--- src/rtl/mem_port_arbiter.sv ---
// rtl/mem_port_arbiter.sv - core/dma arbiter for the shared memory port with timeout watchdog

module mem_port_arbiter #(
  parameter int AW       = 32,
  parameter int DW       = 32,
  parameter int MAX_WAIT = 15
) (
  input  logic          clk,
  input  logic          reset,

  input  logic          c_req,
  input  logic          c_we,
  input  logic [AW-1:0] c_adr,
  input  logic [DW-1:0] c_wd,
  output logic [DW-1:0] c_rd,
  output logic          c_done,

  input  logic          d_req,
  input  logic          d_we,
  input  logic [AW-1:0] d_adr,
  input  logic [DW-1:0] d_wd,
  output logic [DW-1:0] d_rd,
  output logic          d_done,

  output logic          m_req,
  output logic          m_we,
  output logic [AW-1:0] m_adr,
  output logic [DW-1:0] m_wd,
  input  logic [DW-1:0] m_rd,
  input  logic          m_ack,

  output logic          busy,
  output logic          owner,
  output logic          timeout_err
);

  // Counter is at least one bit wide so MAX_WAIT=0 still elaborates cleanly.
  localparam int CW = (MAX_WAIT > 0) ? $clog2(MAX_WAIT + 1) : 1;
  localparam logic [CW-1:0] CNT_MAX  = {CW{1'b1}};
  localparam logic [CW-1:0] CNT_LIM  = CW'(MAX_WAIT);
  localparam bit            TO_EN    = (MAX_WAIT != 0);

  typedef enum logic [1:0] {
    IDLE    = 2'd0,
    GRANT_C = 2'd1,
    GRANT_D = 2'd2
  } state_t;

  state_t        state;
  logic [CW-1:0] wait_cnt;

  // A master whose done pulse is high this cycle is still holding its old
  // request; masking it keeps the completed access from being re-granted.
  logic c_ok;
  logic d_ok;
  logic pick_c;
  logic pick_d;
  logic timed_out;

  assign c_ok   = c_req & ~c_done;
  assign d_ok   = d_req & ~d_done;
  // On a tie the master that did not own the port last time wins.
  assign pick_d = d_ok & (~c_ok | ~owner);
  assign pick_c = c_ok & ~pick_d;

  assign timed_out = TO_EN && (wait_cnt == CNT_LIM);

  // Arbitration FSM with registered memory-side and master-side outputs.
  always_ff @(posedge clk) begin
    if (reset) begin
      state       <= IDLE;
      wait_cnt    <= '0;
      m_req       <= 1'b0;
      m_we        <= 1'b0;
      m_adr       <= '0;
      m_wd        <= '0;
      c_rd        <= '0;
      d_rd        <= '0;
      c_done      <= 1'b0;
      d_done      <= 1'b0;
      busy        <= 1'b0;
      owner       <= 1'b1;
      timeout_err <= 1'b0;
    end else begin
      c_done <= 1'b0;
      d_done <= 1'b0;
      case (state)
        IDLE: begin
          if (pick_c) begin
            state    <= GRANT_C;
            m_req    <= 1'b1;
            m_we     <= c_we;
            m_adr    <= c_adr;
            m_wd     <= c_wd;
            busy     <= 1'b1;
            owner    <= 1'b0;
            wait_cnt <= '0;
          end else if (pick_d) begin
            state    <= GRANT_D;
            m_req    <= 1'b1;
            m_we     <= d_we;
            m_adr    <= d_adr;
            m_wd     <= d_wd;
            busy     <= 1'b1;
            owner    <= 1'b1;
            wait_cnt <= '0;
          end
        end

        GRANT_C, GRANT_D: begin
          if (m_ack || timed_out) begin
            // Ack takes priority over a timeout landing in the same cycle.
            state <= IDLE;
            m_req <= 1'b0;
            busy  <= 1'b0;
            if (!m_ack) begin
              timeout_err <= 1'b1;
            end
            if (state == GRANT_C) begin
              c_done <= 1'b1;
              c_rd   <= (m_ack && !m_we) ? m_rd : '0;
            end else begin
              d_done <= 1'b1;
              d_rd   <= (m_ack && !m_we) ? m_rd : '0;
            end
          end else if (wait_cnt != CNT_MAX) begin
            wait_cnt <= wait_cnt + 1'b1;
          end
        end

        default: begin
          state <= IDLE;
          m_req <= 1'b0;
          busy  <= 1'b0;
        end
      endcase
    end
  end

endmodule

--- config.mk ---
export PLATFORM = sky130hd
export DESIGN_NAME = mem_port_arbiter
export DESIGN_NICKNAME = d
export VERILOG_FILES = /design/src/rtl/mem_port_arbiter.sv
export SDC_FILE = /design/constraint.sdc
export NUM_CORES = 1
export LEC_CHECK = 0
export ABC_AREA = 1
export BUFFER_PORTS_ARGS = -buffer_cell sky130_fd_sc_hd__buf_2
export CAP_MARGIN = 20
export CELL_PAD_IN_SITES_DETAIL_PLACEMENT = 1
export CELL_PAD_IN_SITES_GLOBAL_PLACEMENT = 1
export CORE_AREA = 2 2 156 158
export CTS_CLUSTER_SIZE = 10
export DETAILED_ROUTE_END_ITERATION = 8
export DIE_AREA = 0 0 158 160
export PLACE_DENSITY_LB_ADDON = 0.2
export SLEW_MARGIN = 25
export SYNTH_ARGS = -nofsm -noshare
export SYNTH_HDL_FRONTEND = slang
export SYNTH_SLANG_ARGS = --single-unit
--- constraint.sdc ---
create_clock -name clk -period 1.47 [get_ports clk]
set_input_delay 0 -clock clk [delete_from_list [all_inputs] [get_ports clk]]
set_output_delay 0 -clock clk [all_outputs]
set_load 0.005 [all_outputs]
==> results of run 1 <==
[final cells by class]
cell class	count	area, um2
Clock inverter	14	149
Clock buffer	18	429
Inverter	199	759
Tap cell	324	405
Timing Repair Buffer	502	3660
Sequential cell	140	2810
Multi-Input combinational cell	610	2870
Fill cell	3092	12700
Antenna cell	2	5.00
[layer usage]
metal	vias up	wire [um]
met5	-	0
met4	0	1230
met3	76	1500
met2	260	14200
met1	3815	11300
li1	4009	-
[cells by family after synthesis]
logic type / after synthesis
AND/OR/NAND/NOR: 470
buffers and inverters: 264
flip-flops: 140
AO/OA/AOI/OAI: 137
adder cells (fa/ha/maj): 3
[path summary, 6_finish.rpt]
kind | startpoint | to | slack (ns) | cells after the start
worst max-delay path | state[1] | d_rd[26] | 0.08 | 8
worst min-delay path | c_we | m_we | 0.01 | 5
worst min register to register | m_adr[9] | m_adr[9] | 0.46 | 2
worst max register to register | state[1] | d_rd[26] | 0.08 | 8
[where the power goes]
| group | switching (mW) | internal, mW |
|---|---|---|
| registers | 0.203 | 4.17 |
| clock network | 1.89 | 2.40 |
| logic | 1.73 | 1.50 |
| total | 3.83 | 8.06 |
[timing repair]
action | 4_1_cts | 5_1_grt
endpoints found under the setup margin | 63 | 94
pin swaps | 0 | 8
setup buffers | 0 | 3
resized for setup | 2 | 33
hold buffers | 161 | 0
gates cloned | 0 | 3
hold endpoints to repair | 130 | 0
[state kept, by name, indices dropped and copies added (netlist names)]
name,cells
owner,1
busy,1
m_adr,32
wait_cnt,4
m_wd,32
m_we,1
c_done,1
timeout_err,1
d_done,1
c_rd,32
state,2
d_rd,32
[worst max-delay path, delay by kind of cell, from the launching register on]
kind	cells	cell delay, ns
simple gates	3	0.22
fa+ha+maj	1	0.28
flops	1	0.33
buf+inv	3	0.34
compound gates	1	0.14
[layout by cell type (no fill, tap or decap), drive strengths merged]
cell type / n
nand3: 141
nand4: 1
clkinv: 5
nor3: 1
ha: 3
clkbuf: 21
clkinvlp: 2
inv: 205
bufinv: 1
buf: 338
nand2: 301
o21ai: 1
nor2: 25
a21oi: 136
dlygate4sd3: 161
diode: 2
nand3b: 1
dfxtp: 140
[stage by stage]
step / cell area [um2] / util / setup TNS (ns) / hold slack, ns
global placement: 8670 / 0.364 / -0.0646 / 0.286
global route: 11100 / 0.466 / -0.0487 / 0.0317
finish: 11100 / 0.466 / 0 / 0.0118
detailed placement: 8670 / 0.364 / -1.59 / 0.285
CTS: 10900 / 0.457 / 0 / 0.0115
floorplan: 6700 / - / 0 / 0.160
==> flow_metrics.py, run 1 <==
metrics = {
    "run_status": {
        "status": "finished, final reports clean",
    },
    "cts": {
        "cts_tree": "yes",
        "cts_made_buffers": 17,
        "cts.clk_slew.worst_paths_ns": 0.06,
        "clock_sinks": 140,
        "cts_htree_levels": 4,
        "clk_latency_ns": 0.43,
        "clk_path_buf_depth": 2,
        "ctsRootBufferMaster": "clkbuf_16",
    },
    "sta": {
        "hold_viol_final": 0,
        "fin_ws_ns": 0.0788,
        "min_period_ns": 1.39,
        "relSlewSlack": 0.604,
        "max_freq_ghz": 0.719,
        "skew_ns": 0.0132,
        "slew_viol_final": 0,
        "fin_crit_sh": 0.946,
        "finalSetupViolations": 0,
        "worst_slew_pin_slew_ns": 0.594,
    },
    "critical_path": {
        "crit_fanout": 21,
        "crit_path_end_kind": "flip-flop",
        "path_cells": "inv_2 -> ha_4 -> buf_12 -> nand3_4 -> buf_12 -> nand2_1 -> nand2_1 -> a21oi_1",
        "cpPeakStageDelay_ns": 0.33,
        "critPathSlowestCell": "dfxtp_2",
        "cp-start-kind": "flip-flop",
        "critPathKind": "reg2reg",
        "worstPathArrival_ns": 1.74,
        "crit_required_ns": 1.82,
    },
    "drt": {
        "routed_via_density": 4.51,
        "drtAntennaViolNets": 0,
        "dr.pass1.iters": 4,
        "vias": 8160,
        "drc": 0,
        "drt_iter0_drc": 298,
        "avgRoutedWirePerCell_um": 15.6,
        "wirelength_mm": 28.3,
    },
    "place": {
        "place.gp.congestion": 0.772,
        "dp_hpwl_mm": 16.9,
        "dp_slack_ns": -0.0910,
        "io_buffer_count": 301,
        "place_inst": 1608,
    },
    "yosys": {
        "synth_common_cells": "nand2_1, inv_1, dfxtp_1",
        "ys_ff_latch": 140,
        "async_flop_share": 0,
        "synth_edf_count": 0,
        "syn_area_um2": 6700,
        "yosysTopAreaCell": "dfxtp_1",
        "synth_xor_area_frac": 0,
        "synth_mux_area_frac": 0,
        "synth_nets": 1184,
        "synth_top_family_by_area": "simple AND/OR/NAND/NOR gates",
        "synth.most_common_cell": "nand2_1",
        "seq_area_frac_synth": 0.418,
        "synth-compound-area-share": 0.108,
        "synth_area_per_cell_um2": 6.61,
        "synth-simple-area-share": 0.302,
        "ys_warn_count": 0,
        "synthTopCellsByArea": "dfxtp_1, nand2_1, inv_1, nand3_1, a21oi_1",
        "synth-main-ff-cell": "dfxtp_1",
        "synthAdderAreaFrac": 0.00560,
        "yosys.area.top_type_share": 0.418,
        "synth_cell_types": 25,
        "syn_inst": 1014,
    },
    "floorplanning": {
        "initial_utilization": 0.281,
        "die_height_um": 160,
        "dieArea_um2": 25300,
        "row_count": 57,
        "coreArea_um2": 23800,
        "num_io_pins": 302,
        "die_w_um": 158,
    },
    "layout": {
        "drive_gt1_frac": 0.285,
        "nets": 1640,
        "fin_cells": 1809,
        "syn2layout_area_growth_pct": 65.5,
    },
    "global_route": {
        "overflow": 0,
        "grt_max_degree": 66,
        "antenna_found_initial": 2,
        "grt_util_met1": 0.240,
        "grt_usage": 0.219,
        "grt_util_met3": 0.0537,
        "grt_pass1_vias": 8746,
        "busiest_layer": "met2",
        "use_met2": 0.386,
        "grt_pass1_wl_mm": 43.9,
    },
    "pwr": {
        "leakage_nw": 5.79,
        "vdd.ir_drop.worst_mv": 0.597,
        "pwr_density_cell_nw_per_um2": 1070,
        "power.total_mw": 11.9,
    },
    "run": {
        "max-cap-violations": 0,
    },
    "min_path": {
        "min_path_type": "in2reg",
    },
}
(Power assumes the default switching activity.)
==> inputs of run 2 (changes only) <==
--- a/config.mk
+++ b/config.mk
@@ -10,10 +10,10 @@
 export CAP_MARGIN = 20
 export CELL_PAD_IN_SITES_DETAIL_PLACEMENT = 1
 export CELL_PAD_IN_SITES_GLOBAL_PLACEMENT = 1
-export CORE_AREA = 2 2 156 158
+export CORE_AREA = 2 2 164 150
 export CTS_CLUSTER_SIZE = 10
 export DETAILED_ROUTE_END_ITERATION = 8
-export DIE_AREA = 0 0 158 160
+export DIE_AREA = 0 0 166 152
 export PLACE_DENSITY_LB_ADDON = 0.2
 export SLEW_MARGIN = 25
 export SYNTH_ARGS = -nofsm -noshare
==> flow_metrics.py, run 2 (same netlist as run 1, synthesis figures left out) <==
metrics = {
    "cts": {
        "cts_htree_levels": 4,
        "cts.clk_slew.worst_paths_ns": 0.06,
        "cts_made_buffers": 17,
        "cts_tree": "yes",
        "clock_sinks": 140,
        "clk_latency_ns": 0.42,
        "ctsRootBufferMaster": "clkbuf_16",
        "clk_path_buf_depth": 2,
    },
    "drt": {
        "wirelength_mm": 28.4,
        "dr.pass1.iters": 4,
        "drt_iter0_drc": 312,
        "vias": 8082,
        "avgRoutedWirePerCell_um": 15.8,
        "routed_via_density": 4.49,
        "drc": 0,
        "drtAntennaViolNets": 0,
    },
    "place": {
        "place_inst": 1594,
        "io_buffer_count": 301,
        "post_dp_cell_area_um2": 8670,
        "dp_hpwl_mm": 16.9,
        "place.gp.congestion": 0.770,
    },
    "sta": {
        "hold_viol_final": 0,
        "skew_ns": 0.0147,
        "finalSetupViolations": 0,
        "rsz0062_at_grt": "yes",
        "finalSetupTns_ns": 0,
        "relSlewSlack": 0.615,
        "worst_slew_pin_slew_ns": 0.577,
        "timing.hold.ws_ns": 0.0167,
        "slew_viol_final": 0,
        "min_period_ns": 1.42,
        "max_freq_ghz": 0.706,
        "fin_crit_sh": 0.964,
    },
    "critical_path": {
        "path_cells": "inv_2 -> nand2_1 -> nand2_1 -> nand2_2 -> inv_4 -> buf_8 -> nand3_1 -> a21oi_1",
        "critPathTopFamily": "buffers and inverters",
        "crit_required_ns": 1.80,
        "path_buf_inv": 3,
        "crit_fanout": 19,
        "worstPathArrival_ns": 1.75,
        "critPathKind": "reg2reg",
        "cpMostUsedCell": "nand2_1",
        "cpPeakStageDelay_ns": 0.33,
        "crit_path_end_kind": "flip-flop",
        "cp-start-kind": "flip-flop",
        "critPathSlowestCell": "dfxtp_1",
    },
    "pwr": {
        "pwr_density_cell_nw_per_um2": 1070,
        "leakage_nw": 5.82,
        "vdd.ir_drop.worst_mv": 0.601,
        "power.total_mw": 11.9,
    },
    "floorplanning": {
        "num_io_pins": 302,
        "dieArea_um2": 25200,
        "initial_utilization": 0.283,
        "die_height_um": 152,
        "die_w_um": 166,
        "row_count": 54,
        "coreArea_um2": 23700,
    },
    "global_route": {
        "grt_pass1_vias": 8707,
        "grt_usage": 0.216,
        "overflow": 0,
        "grt_max_degree": 106,
        "grt_pass1_wl_mm": 44.4,
        "antenna_found_initial": 3,
    },
    "layout": {
        "seqCellArea_um2": 2810,
        "fillers": 3012,
        "layout_common_cells": "buf_2, nand2_1, inv_1, dlygate4sd3_1, nand3_1",
        "nets": 1644,
        "syn2layout_area_growth_pct": 66.1,
        "drive_gt1_frac": 0.284,
        "fin_cells": 1798,
        "post-route-cell-area_um2": 11100,
        "multi_input_area_um2": 2850,
        "layout_commonest_cell": "buf_2",
    },
    "min_path": {
        "min_path_type": "in2reg",
    },
    "run_status": {
        "status": "finished, final reports clean",
    },
    "run": {
        "max-cap-violations": 0,
    },
}
==> run 2: final cells by class <==
type,instances,share of cell area
clock inverter,14,0.0121
timing repair buffer,506,0.336
tap,308,0.0346
inverter,199,0.0687
sequential,140,0.252
antenna,3,0.000675
clock buffer,18,0.0395
multi-input combinational,610,0.256
==> run 2: metrics by stage <==
stage,worst slack [ns],utilization
global route,-0.0375,0.469
finish,0.0530,0.469
floorplan,0.0246,-
detailed placement,-0.0787,0.365
global placement,-0.0359,0.365
CTS,0.0151,0.460
==> run 2: power breakdown <==
group          internal (mW)  switching (mW)  leakage [nW]
clock                   2.41            1.85         0.276
combinational           1.54            1.72          4.39
sequential              4.17           0.211          1.15
==> run 2: path summary, 6_finish.rpt <==
| kind | slack, ns | endpoint | depth (start not counted) | start |
|---|---|---|---|---|
| setup reg to reg | 0.05 | m_adr[7] | 8 | d_done |
| setup / recovery | 0.05 | m_adr[7] | 8 | d_done |
| hold / removal | 0.02 | m_wd[12] | 5 | c_wd[12] |
| hold reg to reg | 0.46 | m_wd[20] | 2 | m_wd[20] |
==> run 2: worst reg2reg max path, stage by stage (launching register included) <==
cell,delay (ns)
dfxtp_1,0.33
inv_2,0.08
nand2_1,0.07
nand2_1,0.11
nand2_2,0.12
inv_4,0.14
buf_8,0.19
nand3_1,0.11
a21oi_1,0.18
==> run 2: metal layers <==
metal | share of wire | vias to the layer above | GRT usage
li1 | - | 4025 | -
met1 | 0.41 | 3772 | 0.240
met2 | 0.50 | 221 | 0.389
met3 | 0.053 | 64 | 0.0617
met4 | 0.035 | 0 | 0.0890
met5 | 0 | - | 0
==> run 2: repair_timing <==
item                                    CTS  global route
setup buffers                             1             1
resized for setup                         6            26
cloned                                    0             5
hold buffers                            162             0
pin swaps                                 1             4
endpoints found under the setup margin   21           103
endpoints found under the hold margin   130             0
